--- config.mk ---
export PLATFORM = sky130hd
export DESIGN_NAME = imem_arbiter
export DESIGN_NICKNAME = d
export VERILOG_FILES = /design/src/rtl/imem_arbiter.sv
export SDC_FILE = /design/constraint.sdc
export NUM_CORES = 1
export LEC_CHECK = 0
export ABC_AREA = 0
export ABC_CLOCK_PERIOD_IN_PS = 1900
export BUFFER_PORTS_ARGS = -buffer_cell sky130_fd_sc_hd__buf_2
export CORE_MARGIN = 2
export CORE_UTILIZATION = 25
export DETAILED_ROUTE_END_ITERATION = 10
export GPL_TIMING_DRIVEN = 0
export PLACE_DENSITY = 0.58
export SLEW_MARGIN = 20
export SYNTH_ARGS = -nofsm -noshare
export SYNTH_HDL_FRONTEND = slang
export SYNTH_SLANG_ARGS = --single-unit
export TNS_END_PERCENT = 10
--- constraint.sdc ---
create_clock -name clk -period 1.9 [get_ports clk]
set_clock_uncertainty 0.05 [all_clocks]
set_input_delay 0.38 -clock clk [delete_from_list [all_inputs] [get_ports clk]]
set_output_delay 0.38 -clock clk [all_outputs]
set_load 0.005 [all_outputs]
--- src/rtl/imem_arbiter.sv ---
// imem_arbiter: shares one single-ported memory between instruction fetch and
// load/store. One access at a time, fixed read latency LAT, data-first priority
// with a bounded data streak, and flush-driven discard of in-flight fetches.
// The memory strobe, address, write enable and write data are driven in the
// grant cycle and sampled by the memory on the closing edge of that cycle.
// Read data is captured LAT cycles later; the result pulse follows one cycle
// after capture.
module imem_arbiter #(
    parameter int WORD        = 32,
    parameter int ADDR        = 16,
    parameter int LAT         = 1,
    parameter int MAX_DSTREAK = 4
) (
    input  logic            clk,
    input  logic            rst,
    input  logic            if_req_i,
    input  logic [ADDR-1:0] if_addr_i,
    input  logic            if_flush_i,
    output logic [WORD-1:0] if_inst_o,
    output logic            if_valid_o,
    output logic            if_stall_o,
    input  logic            d_req_i,
    input  logic            d_we_i,
    input  logic [ADDR-1:0] d_addr_i,
    input  logic [WORD-1:0] d_wdata_i,
    output logic [WORD-1:0] d_rdata_o,
    output logic            d_done_o,
    output logic            mem_en_o,
    output logic            mem_we_o,
    output logic [ADDR-1:0] mem_addr_o,
    output logic [WORD-1:0] mem_wdata_o,
    input  logic [WORD-1:0] mem_rdata_i
);

    localparam logic [1:0] S_IDLE = 2'd0;
    localparam logic [1:0] S_BUSY = 2'd1;
    localparam logic [1:0] S_DONE = 2'd2;

    localparam logic [2:0] LAT_C = 3'(LAT);
    localparam logic [3:0] MAX_C = 4'(MAX_DSTREAK);

    localparam logic OWNER_FETCH = 1'b0;
    localparam logic OWNER_DATA  = 1'b1;

    logic [1:0]      state_q, state_d;
    logic            owner_q, owner_d;
    logic [2:0]      cnt_q, cnt_d;
    logic [3:0]      streak_q, streak_d;
    logic            drop_q, drop_d;
    logic [WORD-1:0] if_inst_q, if_inst_d;
    logic            if_valid_q, if_valid_d;
    logic [WORD-1:0] d_rdata_q, d_rdata_d;
    logic            d_done_q, d_done_d;

    logic canGrant;
    logic dReqEff;
    logic fetchWins;
    logic grantF;
    logic grantD;
    logic capture;

    // Arbitration: data wins unless the data streak is exhausted; a data request
    // is invisible in its own done cycle so a slow-dropping req cannot re-grant.
    always_comb begin
        canGrant  = ((state_q == S_IDLE) || (state_q == S_DONE)) && !rst;
        dReqEff   = d_req_i && !d_done_q;
        fetchWins = if_req_i && (!dReqEff || (streak_q == MAX_C));
        grantF    = canGrant && fetchWins;
        grantD    = canGrant && dReqEff && !fetchWins;
        capture   = (state_q == S_BUSY) && (cnt_q == LAT_C);
    end

    // Memory port is driven straight from the winning requester in the grant cycle.
    always_comb begin
        mem_en_o    = grantF || grantD;
        mem_we_o    = grantD && d_we_i;
        mem_addr_o  = '0;
        mem_wdata_o = '0;
        if (grantD) begin
            mem_addr_o  = d_addr_i;
            mem_wdata_o = d_wdata_i;
        end else if (grantF) begin
            mem_addr_o  = if_addr_i;
        end
    end

    // Next-state logic for the FSM, latency counter, streak counter and drop flag.
    always_comb begin
        state_d    = state_q;
        owner_d    = owner_q;
        cnt_d      = cnt_q;
        streak_d   = streak_q;
        drop_d     = drop_q;
        if_inst_d  = if_inst_q;
        d_rdata_d  = d_rdata_q;
        if_valid_d = 1'b0;
        d_done_d   = 1'b0;

        case (state_q)
            S_IDLE, S_DONE: begin
                drop_d = 1'b0;
                if (grantF || grantD) begin
                    state_d = S_BUSY;
                    cnt_d   = 3'd1;
                    owner_d = grantD ? OWNER_DATA : OWNER_FETCH;
                    drop_d  = grantF && if_flush_i;
                end else begin
                    state_d = S_IDLE;
                    cnt_d   = 3'd0;
                end
            end
            S_BUSY: begin
                if ((owner_q == OWNER_FETCH) && if_flush_i) begin
                    drop_d = 1'b1;
                end
                if (capture) begin
                    state_d = S_DONE;
                    cnt_d   = 3'd0;
                    if (owner_q == OWNER_FETCH) begin
                        if_inst_d  = mem_rdata_i;
                        if_valid_d = !drop_q && !if_flush_i;
                    end else begin
                        d_rdata_d = mem_rdata_i;
                        d_done_d  = 1'b1;
                    end
                end else begin
                    cnt_d = cnt_q + 3'd1;
                end
            end
            default: begin
                state_d = S_IDLE;
                cnt_d   = 3'd0;
                drop_d  = 1'b0;
            end
        endcase

        if (grantF) begin
            streak_d = 4'd0;
        end else if (grantD) begin
            if (!if_req_i) begin
                streak_d = 4'd0;
            end else if (streak_q != MAX_C) begin
                streak_d = streak_q + 4'd1;
            end
        end
    end

    // State registers; reset abandons any access in flight without a result pulse.
    always_ff @(posedge clk) begin
        if (rst) begin
            state_q    <= S_IDLE;
            owner_q    <= OWNER_FETCH;
            cnt_q      <= 3'd0;
            streak_q   <= 4'd0;
            drop_q     <= 1'b0;
            if_inst_q  <= '0;
            if_valid_q <= 1'b0;
            d_rdata_q  <= '0;
            d_done_q   <= 1'b0;
        end else begin
            state_q    <= state_d;
            owner_q    <= owner_d;
            cnt_q      <= cnt_d;
            streak_q   <= streak_d;
            drop_q     <= drop_d;
            if_inst_q  <= if_inst_d;
            if_valid_q <= if_valid_d;
            d_rdata_q  <= d_rdata_d;
            d_done_q   <= d_done_d;
        end
    end

    assign if_inst_o  = if_inst_q;
    assign if_valid_o = if_valid_q;
    assign if_stall_o = ~if_valid_q;
    assign d_rdata_o  = d_rdata_q;
    assign d_done_o   = d_done_q;

endmodule

==> impl_metrics.yaml <==
grt:
  grt_max_degree: 16
  grt-ovfl-total: 0
  grt_pass1_wl_um: 19200
  grt_pass1_vias: 3643
  antenna_found_initial: 0
  grt.total_usage_pct: 17.5
floorplan:
  initial_utilization_pct: 25.6
  rows: 41
  die_y_um: 118
  die_w_um: 118
  die_area_um2: 13900
  pin_count: 219
  core_um2: 12600
clock_network:
  numClockSinks: 77
  numCtsBuffers: 9
  cts_hold_buf: 0
  cts_root_buf: "clkbuf_16"
  cts_max_level: 3
  clockBufferDepth: 2
  clk_pin_slew_ns: 0.07
  cts_tree: "built"
  insertion_delay_ns: 0.34
min_path:
  whs_endpoint: "if_valid_o"
  hold_path_class: "in2reg"
  whs_path_depth: 2
  worstHoldStart: "if_flush_i"
synthesis:
  syn-num-nets: 514
  synth.avg_cell_area_um2: 7.92
  synthDistinctLibCells: 34
  synthFlopType: "dfxtp_1"
  yosysSeqAreaShare_pct: 47.7
  async_flop_share_pct: 0
  postSynthCellCount: 408
  yosys.area.top_type: "dfxtp_1"
  synth_top_area_share_pct: 47.7
  synth-edff-count: 0
  synth_area_um2: 3230
  synth-seq-cells: 77
  synth.area.top_cells: "dfxtp_1 48%, nand2_1 15%, a21oi_1 10%"
  ys_warn_count: 0
placement:
  dpl.hpwl_um: 9770
  dpl_worst_slack_ns: -0.420
  place.gp.congestion: 0.892
  portBuffers: 218
  place_inst: 798
detailed_routing:
  dr.max_layer_used: "met4"
  antenna_left: 0
  drt_wl_total_um: 12600
  met1_length_um: 4710
  dr.pass1.iters: 4
  met2WireLength_um: 6580
  first_iter_violations: 151
  drt-vias-per-instance: 4.51
  routed-wl-met3_um: 1070
  vias: 3742
  wl_per_cell_um: 15.2
  drc: 0
setup_path:
  ff2ff_setup_slack_ns: -0.15
  worstSetupPathType: "reg2out"
  max_stage_delay_ns: 0.37
  end_kind: "primary output"
  rr_worst_depth: 10
  cp_cell_sequence: "inv_2, ha_2, and3b_4, a2111oi_4, buf_6, buf_4, and2_4, buf_2"
  rr_endpoint: "streak_q[0]"
  setup.worst_path.start_class: "flop"
  rr_startpoint: "streak_q[0]"
  slowest_stage: "a2111oi_4"
  critPathBufInv: 4
  cp.arrival_ns: 2.06
  critPathRequiredTime_ns: 1.47
  cp_top_family: "buffers and inverters"
  critPathMaxFanout: 6
timing:
  setup_violations: 52
  slew-limit-headroom_pct: 56.3
  post-route-period-util_pct: 131
  hold_viol: 0
  finalWorstSetupSlack_ns: -0.595
  worst_pin_slew_ns: 0.656
  drv_slew: 0
  rsz0062_at_grt: "yes"
  min_period_ns: 2.49
  max_freq_mhz: 401
pwr:
  clockPowerShare_pct: 44.6
  power_switching_mw: 1.09
  ir_drop_uv: 449
  p_seq_share_pct: 39.9
  p_per_area_nw_per_um2: 810
  p_sw_share_pct: 25.5
  power_frac_comb_pct: 15.4
  power_mw: 4.26
  internal_power_mw: 3.18
  p_leak_nw: 2.51
job:
  cap_viol_max_count: 0
cells_and_area:
  antenna_cells: 0
  area_delta_synth_final_pct: 62.9
  nNetsFinal: 759
  final_layout_size_suffix_gt1_share_pct: 46.5
  fin_cells: 830
outcome:
  status: "complete, but fails checks"
  failed_checks: "setup timing"
through the flow:
step / hold WS [ns] / area, µm² / setup TNS (ns) / utilization [%]
final: 0.177 / 5270 / -27.53 / 41.7
after global routing: 0.170 / 5270 / -36.57 / 41.7
after CTS: 0.174 / 5200 / -30.34 / 41.2
after detailed placement: 0.389 / 4600 / -13.98 / 36.4
after global placement: 0.383 / 4600 / -11.97 / 36.4
after floorplan: 0.360 / 3290 / -1.09 / -
cell type report:
cell class	count	area (µm²)
multi-input combinational	296	1600
sequential	77	1550
inverter	5	18.8
tap	172	215
clock buffer	9	225
timing repair buffer	235	1370
clock inverter	7	106
buffer	29	186
fill	1307	7350
placed cells by master, fill, tap and decap left out, types with 3 or more instances in the layout:
| cell | instances |
|---|---|
| nand2_1 | 133 |
| and2_4 | 25 |
| nor3_1 | 5 |
| clkbuf_2 | 4 |
| inv_1 | 3 |
| nor2b_1 | 4 |
| and2_1 | 8 |
| ha_1 | 3 |
| buf_8 | 3 |
| a21oi_1 | 66 |
| nand2b_1 | 3 |
| a22o_1 | 16 |
| clkbuf_16 | 10 |
| buf_6 | 25 |
| buf_4 | 16 |
| clkbuf_1 | 11 |
| nor2_1 | 10 |
| dfxtp_1 | 75 |
| buf_2 | 201 |
cells in the mapped netlist, types with 3 or more instances:
master    number
buf_2          6
ha_1           4
a21oi_1       66
nand2_1      133
a22o_1        16
nand2b_1       3
nor3_1         5
dfxtp_1       77
inv_1          5
nor2b_1        4
and2_1        33
nor2_1        10
clkbuf_1      18
worst reg2reg max path, stage by stage, from the launching register on:
cell	delay [ns]
dfxtp_4	0.35
inv_2	0.03
ha_2	0.16
and3b_4	0.20
a2111oi_4	0.37
buf_4	0.22
buf_4	0.11
buf_4	0.09
buf_4	0.11
mux2i_1	0.17
nor3_1	0.06
power by group through the flow:
stage	clock, mW	sequential, mW	combinational, mW
after floorplan	0	1.74	0.267
after global placement	0	1.74	0.560
after detailed placement	0	1.74	0.568
after CTS	1.93	1.70	0.644
after global routing	2.02	1.71	0.716
final	1.90	1.70	0.658
flip-flops by register name, summed over array words and instances, names as in the netlist:
name,flops
owner_q,1
d_done_o,1
cnt_q,3
if_valid_o,1
drop_q,1
state_q,2
d_rdata_o,32
if_inst_o,32
streak_q,4
routing by layer:
metal,GRT usage [%],up-vias
met1,18.1,1746
met2,32.6,151
met3,6.20,15
met5,0,-
met4,6.10,0
li1,-,1830
worst max path at each step:
stage,startpoint,endpoint,slack [ns],cells after the start
after detailed placement,streak_q[1],mem_addr_o[8],-0.42,8
after CTS,streak_q[1],mem_addr_o[8],-0.65,8
after global routing,streak_q[0],mem_addr_o[8],-0.70,8
after global placement,streak_q[1],mem_addr_o[8],-0.39,8
after floorplan,streak_q[0],mem_wdata_o[13],-0.04,7
final,streak_q[0],mem_wdata_o[25],-0.59,8
cell families (layout without fill, tap and decap cells):
group,after synthesis,count (layout),share of synthesized area (%)
AOI/OAI and AO/OA,92,92,17.4
buffers and inverters,35,285,4.96
DFF,77,77,47.7
and+or+nand+nor,197,197,27.4
muxes,3,3,0.968
adders and majority gates,4,4,1.55
repair_timing:
action / in CTS / in global routing
cloned: 3 / 1
hold endpoints to repair: 0 / 0
endpoints found under the setup margin: 74 / 113
buffers inserted: 12 / 1
pin swaps: 15 / 10
resized for setup: 42 / 17
Power figures use the tool's default switching activity.
